## config.mk

```make
export PLATFORM = sky130hd
export DESIGN_NAME = gf180mcu_fd_sc_mcu9t5v0__bsadd
export DESIGN_NICKNAME = d
export VERILOG_FILES = /design/src/rtl/gf180mcu_fd_sc_mcu9t5v0__bsadd.sv
export SDC_FILE = /design/constraint.sdc
export NUM_CORES = 1
export LEC_CHECK = 0
export ABC_CLOCK_PERIOD_IN_PS = 1640
export CAP_MARGIN = 20
export CORE_MARGIN = 1.5
export CORE_UTILIZATION = 40
export CTS_CLUSTER_SIZE = 20
export DETAILED_ROUTE_END_ITERATION = 6
export DONT_BUFFER_PORTS = 1
export GPL_TIMING_DRIVEN = 0
export PLACE_DENSITY = 0.61
export SYNTH_ARGS = -nofsm -noshare
export SYNTH_HDL_FRONTEND = slang
export SYNTH_SLANG_ARGS = --single-unit
```

## constraint.sdc

```tcl
create_clock -name CLK -period 1.64 [get_ports CLK]
set_input_delay 0.492 -clock CLK [delete_from_list [all_inputs] [get_ports CLK]]
set_output_delay 0.492 -clock CLK [all_outputs]
set_load 0.01 [all_outputs]
```

## src/rtl/gf180mcu_fd_sc_mcu9t5v0__bsadd.sv

```systemverilog
// Bit-serial add/subtract: one full-adder slice plus a carry flop, one result bit per clock.
// Subtraction is A + ~B + 1, with the +1 injected through the initial carry.
//
//   state    | meaning
//   ---------+--------------------------------------------------------
//   ST_IDLE  | waiting for START; last result held on S/CO/V
//   ST_SHIFT | one bit step per clock, LSB first, WIDTH steps
//   ST_DONE  | single-cycle completion pulse; START here restarts
module gf180mcu_fd_sc_mcu9t5v0__bsadd #(
    parameter int WIDTH = 8
) (
    input  logic             CLK,
    input  logic             RN,
    input  logic             START,
    input  logic             SUB,
    input  logic [WIDTH-1:0] A,
    input  logic [WIDTH-1:0] B,
    output logic             BUSY,
    output logic             DONE,
    output logic [WIDTH-1:0] S,
    output logic             CO,
    output logic             V
);

    localparam int CW = (WIDTH > 1) ? $clog2(WIDTH) : 1;

    localparam logic [1:0] ST_IDLE  = 2'd0;
    localparam logic [1:0] ST_SHIFT = 2'd1;
    localparam logic [1:0] ST_DONE  = 2'd2;

    logic [1:0]       state;
    logic [WIDTH-1:0] a_sr;
    logic [WIDTH-1:0] b_sr;
    logic [WIDTH-2:0] res_sr;
    logic             carry;
    logic [CW-1:0]    cnt;

    logic             fa_sum;
    logic             fa_cout;
    logic             cmsb;
    logic             last_step;
    logic [WIDTH-1:0] res_next;
    logic             accept;

    assign fa_sum    = a_sr[0] ^ b_sr[0] ^ carry;
    assign fa_cout   = (a_sr[0] & b_sr[0]) | (a_sr[0] & carry) | (b_sr[0] & carry);
    // On the final step the carry register holds the carry into the MSB.
    assign cmsb      = carry;
    assign last_step = (cnt == CW'(WIDTH - 1));
    assign res_next  = {fa_sum, res_sr};
    assign accept    = START && ((state == ST_IDLE) || (state == ST_DONE));

    assign BUSY = (state == ST_SHIFT);
    assign DONE = (state == ST_DONE);

    always_ff @(posedge CLK or negedge RN) begin
        if (!RN) begin
            state  <= ST_IDLE;
            a_sr   <= '0;
            b_sr   <= '0;
            res_sr <= '0;
            carry  <= 1'b0;
            cnt    <= '0;
            S      <= '0;
            CO     <= 1'b0;
            V      <= 1'b0;
        end else begin
            case (state)
                ST_SHIFT: begin
                    a_sr   <= a_sr >> 1;
                    b_sr   <= b_sr >> 1;
                    res_sr <= res_next[WIDTH-1:1];
                    carry  <= fa_cout;
                    cnt    <= cnt + 1'b1;
                    if (last_step) begin
                        state <= ST_DONE;
                        S     <= res_next;
                        CO    <= fa_cout;
                        V     <= fa_cout ^ cmsb;
                    end
                end
                ST_IDLE, ST_DONE: begin
                    if (accept) begin
                        state <= ST_SHIFT;
                        a_sr  <= A;
                        b_sr  <= SUB ? ~B : B;
                        carry <= SUB;
                        cnt   <= '0;
                    end else begin
                        state <= ST_IDLE;
                    end
                end
                default: state <= ST_IDLE;
            endcase
        end
    end

endmodule

```

; ---- After elaboration in Yosys (flattened, before gate mapping)
; Index checks and enable logic that the tools add are counted.
[op_classes]
add_sub_neg = 1
mul = 0
div = 0
magnitude_cmp = 0
eq_ne = 5
n_shift = 0
mux = 12
n_bitwise = 9
n_reduce_logical = 7
[op_table]
columns = op, n
row1 = 8-bit case mux with 2 select lines, 2
row2 = 8-bit two-way mux, 3
row3 = 8-bit NOT, 1
row4 = 3-bit case mux with 2 select lines, 1
row5 = 2-bit case mux with 2 select lines, 1
row6 = 2-bit AND reduction, 2
row7 = "3-bit by 1-bit adder with 3-bit output, second input constant", 1
row8 = 1-bit bitwise AND, 3
row9 = "3-bit equality test, second input constant", 1
row10 = 3-bit two-way mux, 1
row11 = 1-bit XOR, 3
row12 = "2-bit by 1-bit equality test with 1-bit output, second input constant", 1
row13 = "2-bit equality test, second input constant", 1
row14 = 2-bit logical NOT, 1
row15 = 1-bit two-way mux, 2
row16 = 2-bit two-way mux, 1
row17 = "2-bit by 1-bit != test with 1-bit output, second input constant", 1
row18 = "2-bit != test, second input constant", 1
row19 = 1-bit OR, 2
row20 = 1-bit case mux with 2 select lines, 1
row21 = 2-bit nonzero test, 1
row22 = 2-bit OR reduction, 1
row23 = 1-bit logical AND, 1
row24 = 1-bit logical OR, 1
[totals]
ff_bits = 39
latchBits = 0
ramBits = 0
rom_bits = 0
inputBits = 20
elab_cells = 43
mem_count = 0

; ---- Longest topological paths before layout
; Gate-level depths: netlist (run 1).
[logic_depth]
depth_word = 5
ltp_mapped = 7
ltp_nobuf = 5

; ---- Least setup slack after synthesis (run 1)
; No wires, ideal clock.
[synth_path]
path_kind = register to output
from = register state[0]
to = output port BUSY
t_arrival_ps = 1052
setup_slack_ps = 96
stages_incl_launch_ff = 6
n_path_buf = 3
cell_sequence = dfrtp_1 > buf_6 > nand2b_1 > buf_4 > clkinv_1 > buf_2
[synth_between]
elab_chain_len = 1
[synth_lines]
columns = item, line
row1 = "start, declared", 31  ; logic [1:0] state;
row2 = "start signal, assigned", 58  ; state <= ST_IDLE;
row3 = "start signal, assigned", 76  ; state <= ST_DONE;
row4 = "start signal, assigned", 84  ; state <= ST_SHIFT;
row5 = 2-bit by 1-bit equality test with 1-bit output, 53  ; assign BUSY = (state == ST_SHIFT);
row6 = "end, declared", 18  ; output logic BUSY,
; Every way passes these cells.

; ---- Worst setup path after layout (run 1)
; Ends and elaborated chain as after synthesis.

==> metrics.log, run 1 <==
[metrics] Reg power frac: just over 40%
[metrics] Tcrit/Tclk final: 97.6%
[metrics] category of the worst setup path capture point: output pin
[metrics] later-pin clock latency in the skew report: roughly 290 ps
[metrics] clk slew on worst S/H paths: 70 ps
[metrics] number of max-cap violations: 0
[metrics] deepest level of the CTS H-tree: 2
[metrics] clock tree from TritonCTS: yes
[metrics] fin nets: between 150 and 200
[metrics] final-report max-slew violation count: 0
[metrics] power density over the cells: approximately 2100 nW/um^2
[metrics] Synthesis Warnings: 0
[metrics] final routed DRC violation total: 0
[metrics] Port Buffer Count: 0
[metrics] area occupied by registers: 977 um^2
[metrics] Final Skew: about 3.2 ps
[metrics] FILL cells: 373
[metrics] multi-input combinational cell area: 697 um^2
[metrics] width of the die: a little under 70 um
[metrics] RSZ-0062 raised after global routing: true
[metrics] net switching fraction of the power: 34.0%
[metrics] Synth Net Count: ~170
[metrics] Net Switching: around 0.0015 W
[metrics] total I/O pin count: 32
[metrics] Die Ht: 69.0 um
[metrics] clock group share of total power: approximately a fifth
[metrics] Pre-antenna DRT Iters: 4
[metrics] pin count of the biggest net entering global routing: 40
[metrics] routed wire length per instance: 16.0 um
[metrics] clock root buffer: sky130_fd_sc_hd__clkbuf_8
[metrics] Crit Path Max Fanout: 5
[metrics] overall via count from detail_route: approximately 1100
[metrics] Area Overhead vs Synth: 19.9%
[metrics] critical path required time: between 1000 and 1500 ps
[metrics] Std-Cell Core Area: 4090 um^2
[metrics] number of endpoints failing setup at the final stage: 0
[metrics] classification of the worst setup path: flip-flop to output pin
[metrics] TritonCTS Buffers: 5
[metrics] Netlist cell types: 25
[metrics] Worst slew margin: 69.3%
[metrics] hold violation total from the final report: 0
[metrics] setup slack of the critical path after layout: 39.5 ps
[metrics] worst-case vdd ir drop: approximately 0.97 mV
[metrics] antenna violation net count after detailed routing: 0
[metrics] time the final worst path needs with I/O delays and setup: between 1500 and 2000 ps
[metrics] cell count after synthesis: 150
[metrics] peak clock frequency supported by timing: roughly 620 MHz
[metrics] sum of net half-perimeters after detailed placement: roughly 2.2 mm
[metrics] total global-route track usage: roughly 15%
[metrics] vias in the first global route: about 1100
[metrics] post-synthesis register bit count: 39
[metrics] path type of the worst min-delay path: primary input to async pin
[metrics] Worst Path Arrival: around 1100 ps
[metrics] post-placement worst setup slack: -89.4 ps
[metrics] clock sink count: 39
[metrics] total leakage power: roughly 1.0 nW
[metrics] worst reg2reg path depth: 6
[metrics] maximum clock path buffer count: 2
[metrics] Combinational Power Share: just over 40%
[metrics] global-route wire length before repair: ~5.8 mm
[metrics] status: finished clean
[metrics] portion of the post-synthesis area used by sequential elements: between 50% and 60%
[metrics] Least-Margin Pin Slew: around 460 ps
[metrics] number of antenna violations at the first check in global routing: 0
[metrics] ratio of cells with drive above 1 in the final layout: roughly a quarter
[metrics] area of the die: approximately 4800 um^2
[metrics] routed via count divided by cell count: between 5 and 6
[metrics] final core area utilization: 51.2%
[metrics] initial DRC count: 40
[metrics] Rows: 23
[metrics] mean post-synth cell area: between 10 and 15 um^2
[metrics] Final Wtd Congestion: around 0.73
[metrics] cell-internal power: 0.00286 W
[metrics] Starting Density: between 40% and 50%
[metrics] Worst Setup Start Kind: flip-flop
[metrics] Inserted Diodes: 0
[metrics] post-synthesis instance area: roughly 1700 um^2
[metrics] Remaining Overflow, GRT: 0
[metrics] total routed wirelength: around 3.5 mm
[through the flow]
stage	setup TNS, ps	instances	power [W]	hold WS, ps	cell area (um^2)
after global placement	-86.4	200	0.00304	198	1810
after detailed placement	-341	200	0.00312	198	1810
after floorplan	0	150	0.00279	196	1740
after global routing	-18.8	216	0.00464	38.1	2090
after CTS	-42.8	214	0.00426	37.2	2050
final	0	216	0.00433	36.1	2090
[flip-flops by register name, indices dropped and copies added (netlist names)]
name    cells
a_sr        8
S           8
CO          1
res_sr      7
carry       1
cnt         3
b_sr        8
state       2
V           1
[power groups by stage]
stage | combinational (W) | clock [W] | sequential (W)
final | 0.00175 | 0.000830 | 0.00175
after global routing | 0.00194 | 0.000887 | 0.00182
after CTS | 0.00167 | 0.000844 | 0.00174
after detailed placement | 0.00136 | 0 | 0.00176
after global placement | 0.00129 | 0 | 0.00174
after floorplan | 0.00112 | 0 | 0.00168
[Yosys cell counts]
| library cell | n | share of area [%] |
|---|---|---|
| sky130_fd_sc_hd__nand3b_1 | 1 | 0.43 |
| sky130_fd_sc_hd__a221o_1 | 7 | 4.0 |
| sky130_fd_sc_hd__dfrtp_1 | 39 | 56 |
| sky130_fd_sc_hd__nand2b_4 | 1 | 0.79 |
| sky130_fd_sc_hd__and2_1 | 1 | 0.36 |
| sky130_fd_sc_hd__nor2_1 | 7 | 1.5 |
| sky130_fd_sc_hd__buf_4 | 1 | 0.43 |
| sky130_fd_sc_hd__fa_1 | 1 | 1.1 |
| sky130_fd_sc_hd__mux2i_1 | 10 | 5.7 |
| sky130_fd_sc_hd__clkbuf_1 | 3 | 0.65 |
| sky130_fd_sc_hd__nand2_1 | 22 | 4.7 |
| sky130_fd_sc_hd__inv_1 | 1 | 0.22 |
| sky130_fd_sc_hd__o21ai_1 | 8 | 2.3 |
| sky130_fd_sc_hd__buf_2 | 3 | 0.86 |
| sky130_fd_sc_hd__o21ai_0 | 5 | 1.4 |
| sky130_fd_sc_hd__nand3_1 | 11 | 3.2 |
| sky130_fd_sc_hd__buf_6 | 4 | 2.6 |
| sky130_fd_sc_hd__nor2b_1 | 1 | 0.36 |
| sky130_fd_sc_hd__xnor2_1 | 8 | 4.0 |
| sky130_fd_sc_hd__a22o_1 | 2 | 1.0 |
| sky130_fd_sc_hd__ha_1 | 2 | 1.4 |
| sky130_fd_sc_hd__clkinv_1 | 1 | 0.22 |
| sky130_fd_sc_hd__nand2b_1 | 1 | 0.36 |
| sky130_fd_sc_hd__xor2_1 | 1 | 0.50 |
| sky130_fd_sc_hd__mux2_2 | 9 | 5.8 |
[critical path, stage by stage (launching register included)]
cell,delay (ps)
sky130_fd_sc_hd__dfrtp_2,450
sky130_fd_sc_hd__nand2b_4,90
sky130_fd_sc_hd__buf_6,120
sky130_fd_sc_hd__clkinv_8,40
sky130_fd_sc_hd__buf_8,120
[routing by layer]
layer,global-route usage (%),wire (um)
met1,20.1,1530
met2,23.2,1670
met3,6.14,211
met4,5.88,51
met5,0,0
[timing repair]
action / 4_1_cts / 5_1_grt
gates resized for setup: 13 / 4
pin swaps: 0 / 1
endpoints found under the setup margin: 10 / 18
hold buffers: 1 / 0
hold endpoints to repair: 39 / 0
gates cloned: 1 / 1
setup buffers: 4 / 2
[cell families after synthesis]
| logic type | after synthesis | synth area share [%] |
|---|---|---|
| AND/OR/NAND/NOR | 45 | 11.7 |
| adder cells (fa/ha/maj) | 3 | 2.58 |
| flip-flops | 39 | 56.0 |
| AO/OA/AOI/OAI | 22 | 8.75 |
| XOR/XNOR | 9 | 4.52 |
| buffers and inverters | 13 | 4.95 |
| multiplexers | 19 | 11.5 |
[final timing paths]
path / startpoint / to / slack, ps
worst max-delay path: state[0]$_DFFE_PN0P_ / BUSY / 40
worst min-delay path: RN / res_sr[4]$_DFFE_PN0P_ / 40
worst max register to register: state[0]$_DFFE_PN0P_ / b_sr[1]$_DFFE_PN0P_ / 50
worst min register to register: res_sr[0]$_DFFE_PN0P_ / res_sr[0]$_DFFE_PN0P_ / 470
max in group asynchronous: RN / state[0]$_DFFE_PN0P_ / 1400
min in group CLK: A[0] / a_sr[0]$_DFFE_PN0P_ / 380
[layout by cell type, fill, tap and decap left out, drive strengths merged]
master	Yosys	layout
nand3b	1	1
nor2	7	7
dfrtp	39	39
bufbuf	0	1
mux2	9	9
a22o	2	2
mux2i	10	10
inv	1	1
bufinv	0	1
buf	8	15
clkbuf	3	9
and2	1	1
o21ai	13	13
a221o	7	7
xor2	1	1
nor2b	1	1
clkinv	1	2
nand2b	2	2
xnor2	8	8
nand2	22	22
fa	1	1
nand3	11	11
ha	2	2
[layout make-up]
cell class | count | share of cell area, %
timing repair buffer | 9 | 5.86
multi-input combinational | 98 | 33.3
sequential | 39 | 46.7
buffer | 10 | 4.55
inverter | 2 | 0.957
clock inverter | 2 | 1.67
clock buffer | 6 | 3.95
tap | 50 | 2.99
Note: power is estimated with default switching activity, not from simulation.
==> inputs of run 2 (changes only) <==
Settings changed: CORE_MARGIN 1.5 to 1.
==> run 2 against run 1 <==
  * Global-route usage increased by 1.1 points
  * Clock power decreased by 30%
  * Worst setup slack worse by 28 ps
  * Sequential power about the same
  * Largest cell class unchanged
  * Clock skew hardly changed
  * Highest routed layer unchanged
  * Sequential cell count stayed put
  * Cell count down 0.46%
  * Via count grew 3.0%
  * First-iteration DRC count up 120%
  * Register-to-register slack worse by 20 ps
  * Cell area shrank 2.2%
==> metrics.log, run 2 (synthesis results as in run 1) <==
[metrics] status: finished clean (unchanged)
[metrics] Rows: 23 (unchanged)
[metrics] initial DRC count: 88 (was 40)
[metrics] area of the die: 4630 um^2 (was 4770 um^2)
[metrics] Most common cell on crit path: sky130_fd_sc_hd__buf_6
[metrics] ordered list of cells on the worst path: buf_6, nand2b_4, buf_6, clkinv_8, buf_8 (was nand2b_4, buf_6, clkinv_8, buf_8)
[metrics] Tcrit/Tclk final: 99.3% (was 97.6%)
[metrics] FILL cells: 369 (was 373)
[metrics] TritonCTS Buffers: 5 (unchanged)
[metrics] number of antenna violations at the first check in global routing: 0 (unchanged)
[metrics] clk slew on worst S/H paths: 70 ps (about the same)
[metrics] vias in the first global route: 1121 (was 1116)
[metrics] number of max-cap violations: 0 (unchanged)
[metrics] final core area utilization: 50.1% (was 51.2%)
[metrics] critical path's slowest cell: sky130_fd_sc_hd__dfrtp_1 (was sky130_fd_sc_hd__dfrtp_2)
[metrics] deepest level of the CTS H-tree: 2 (unchanged)
[metrics] routed wire length per instance: 15.8 um (was 16.0 um)
[metrics] largest registers: S x8, a_sr x8, b_sr x8 (unchanged)
[metrics] later-pin clock latency in the skew report: 280 ps (was 290 ps)
[metrics] most common cell after layout, fill and taps aside: sky130_fd_sc_hd__dfrtp_1 (unchanged)
[metrics] sum of net half-perimeters after detailed placement: 2.23 mm (was 2.20 mm)
[metrics] Final Wtd Congestion: 0.722 (was 0.727)
[metrics] pin count of the biggest net entering global routing: 40 (unchanged)
[metrics] number of endpoints failing setup at the final stage: 0 (unchanged)
[metrics] Final Skew: 2.78 ps (was 3.19 ps)
[metrics] post-route insts no fill: 215 (was 216)
[metrics] area occupied by registers: 976 um^2 (was 977 um^2)
[metrics] Placed Instance Area: 1810 um^2 (unchanged)
[metrics] fin nets: 189 (was 188)
[metrics] width of the die: 68.0 um (was 69.0 um)
[metrics] Worst Setup Start Kind: flip-flop (unchanged)
[metrics] total global-route track usage: 16.6% (was 15.4%)
[metrics] Worst slew margin: 72.8% (was 69.3%)
[metrics] Placed Instances: 200 (unchanged)
[metrics] classification of the worst setup path: flip-flop to output pin (unchanged)
[metrics] path type of the worst min-delay path: primary input to async pin (unchanged)
[metrics] ratio of cells with drive above 1 in the final layout: 22.4% (was 23.5%)
[metrics] final routed DRC violation total: 0 (unchanged)
[metrics] Crit path buffers/inverters: 4 (was 3)
[metrics] Largest delay share family, worst path: buffers and inverters (was flip-flops)
[metrics] total leakage power: 0.978 nW (was 0.996 nW)
[metrics] Remaining Overflow, GRT: 0 (unchanged)
[metrics] Worst Path Arrival: 1140 ps (was 1110 ps)
[metrics] worst-case vdd ir drop: 0.875 mV (was 0.969 mV)
[metrics] routed via count divided by cell count: 5.37 (was 5.19)
[metrics] multi-input combinational cell area: 697 um^2 (unchanged)
[metrics] category of the worst setup path capture point: output pin (unchanged)
[metrics] maximum clock path buffer count: 2 (unchanged)
[metrics] Least-Margin Pin Slew: 408 ps (was 461 ps)
[metrics] total routed wirelength: 3.39 mm (was 3.46 mm)
[metrics] commonest cells after routing, fill and taps aside: sky130_fd_sc_hd__dfrtp_1 (39), sky130_fd_sc_hd__nand2_1 (22), sky130_fd_sc_hd__nand3_1 (11), sky130_fd_sc_hd__mux2i_1 (10), sky130_fd_sc_hd__mux2_2 (9) (was sky130_fd_sc_hd__dfrtp_1 (38), sky130_fd_sc_hd__nand2_1 (22), sky130_fd_sc_hd__nand3_1 (11), sky130_fd_sc_hd__mux2i_1 (10), sky130_fd_sc_hd__mux2_2 (9))
[metrics] Std-Cell Core Area: 4090 um^2 (unchanged)
[metrics] clock root buffer: sky130_fd_sc_hd__clkbuf_8 (unchanged)
[metrics] critical path depth: 5 (was 4)
[metrics] Inserted Diodes: 0 (unchanged)
[metrics] clock sink count: 39 (unchanged)
[metrics] beginning of the worst register-to-register path: state[0]$_DFFE_PN0P_ (unchanged)
[metrics] RSZ-0062 raised after global routing: true (unchanged)
[metrics] Starting Density: 42.7% (unchanged)
[metrics] area of all placed cells without fillers: 2050 um^2 (was 2090 um^2)
[metrics] Die Ht: 68.0 um (was 69.0 um)
[metrics] antenna violation net count after detailed routing: 0 (unchanged)
[metrics] Port Buffer Count: 0 (unchanged)
[metrics] Max stage delay on crit path: 370 ps (was 450 ps)
[metrics] worst reg2reg path depth: 8 (was 6)
[metrics] final-report max-slew violation count: 0 (unchanged)
[metrics] critical path required time: 1150 ps (about the same)
[metrics] overall via count from detail_route: 1155 (was 1121)
[metrics] total I/O pin count: 32 (unchanged)
[metrics] power density over the cells: 1990 nW/um^2 (was 2070 nW/um^2)
[metrics] Pre-antenna DRT Iters: 4 (unchanged)
[metrics] peak clock frequency supported by timing: 614 MHz (was 625 MHz)
[metrics] global-route wire length before repair: 5.53 mm (was 5.75 mm)
[metrics] Crit Path Max Fanout: 5 (unchanged)
[metrics] reg-to-reg slack, setup: 30 ps (was 50 ps)
[metrics] clock tree from TritonCTS: yes (unchanged)
[metrics] RR Endpoint: cnt[1]$_DFFE_PN0P_ (was b_sr[1]$_DFFE_PN0P_)
[metrics] hold violation total from the final report: 0 (unchanged)
[metrics] time the final worst path needs with I/O delays and setup: 1630 ps (was 1600 ps)
[metrics] Area Overhead vs Synth: 17.4% (was 19.9%)
## run 2: per-layer routing
metal  share of wire [%]  track usage (%)
met1                  45             21.3
met2                  48             26.3
met3                 5.9             5.67
met4                 1.2             4.69
met5                   0                0
## run 2: power by group
part	switching [W]	internal (W)	total (W)	leakage, nW
logic	0.000796	0.000952	0.00175	0.453
clock network	0.000301	0.000283	0.000584	0.0371
registers	0.000331	0.00141	0.00174	0.488
total	0.00143	0.00264	0.00407	0.978
## run 2: worst max-delay path by stage
stage | start | endpoint | slack [ps]
after floorplan | state[0]$_DFFE_PN0P_ | BUSY | 100
after global placement | state[0]$_DFFE_PN0P_ | BUSY | -60
after detailed placement | state[0]$_DFFE_PN0P_ | BUSY | -80
after CTS | state[0]$_DFFE_PN0P_ | BUSY | 8
after global routing | state[0]$_DFFE_PN0P_ | BUSY | -30
final | state[0]$_DFFE_PN0P_ | BUSY | 10
## run 2: layout make-up
type | count | share of cell area (%)
tap | 50 | 3.06
multi-input combinational | 98 | 34.0
buffer | 11 | 5.56
clock buffer | 6 | 3.55
timing repair buffer | 9 | 5.13
inverter | 2 | 0.978
sequential | 39 | 47.7
## run 2: repair_timing
| action | in CTS | in global routing |
|---|---|---|
| resized for setup | 15 | 3 |
| endpoints found under the hold margin | 39 | 0 |
| buffers inserted | 6 | 1 |
| setup endpoints to repair | 9 | 15 |
| gates cloned | 1 | 0 |
| pin swaps | 0 | 1 |
| hold buffers | 1 | 0 |
## run 2: metrics by stage
step | setup TNS, ps | total power [W] | hold WS (ps) | setup WS, ps
final | 0 | 0.00407 | 45.5 | 11.7
after floorplan | 0 | 0.00279 | 196 | 95.6
after detailed placement | -450 | 0.00312 | 198 | -75.6
after global routing | -96.6 | 0.00436 | 43.1 | -29.1
after CTS | 0 | 0.00407 | 47.0 | 8.48
after global placement | -133 | 0.00304 | 198 | -61.8
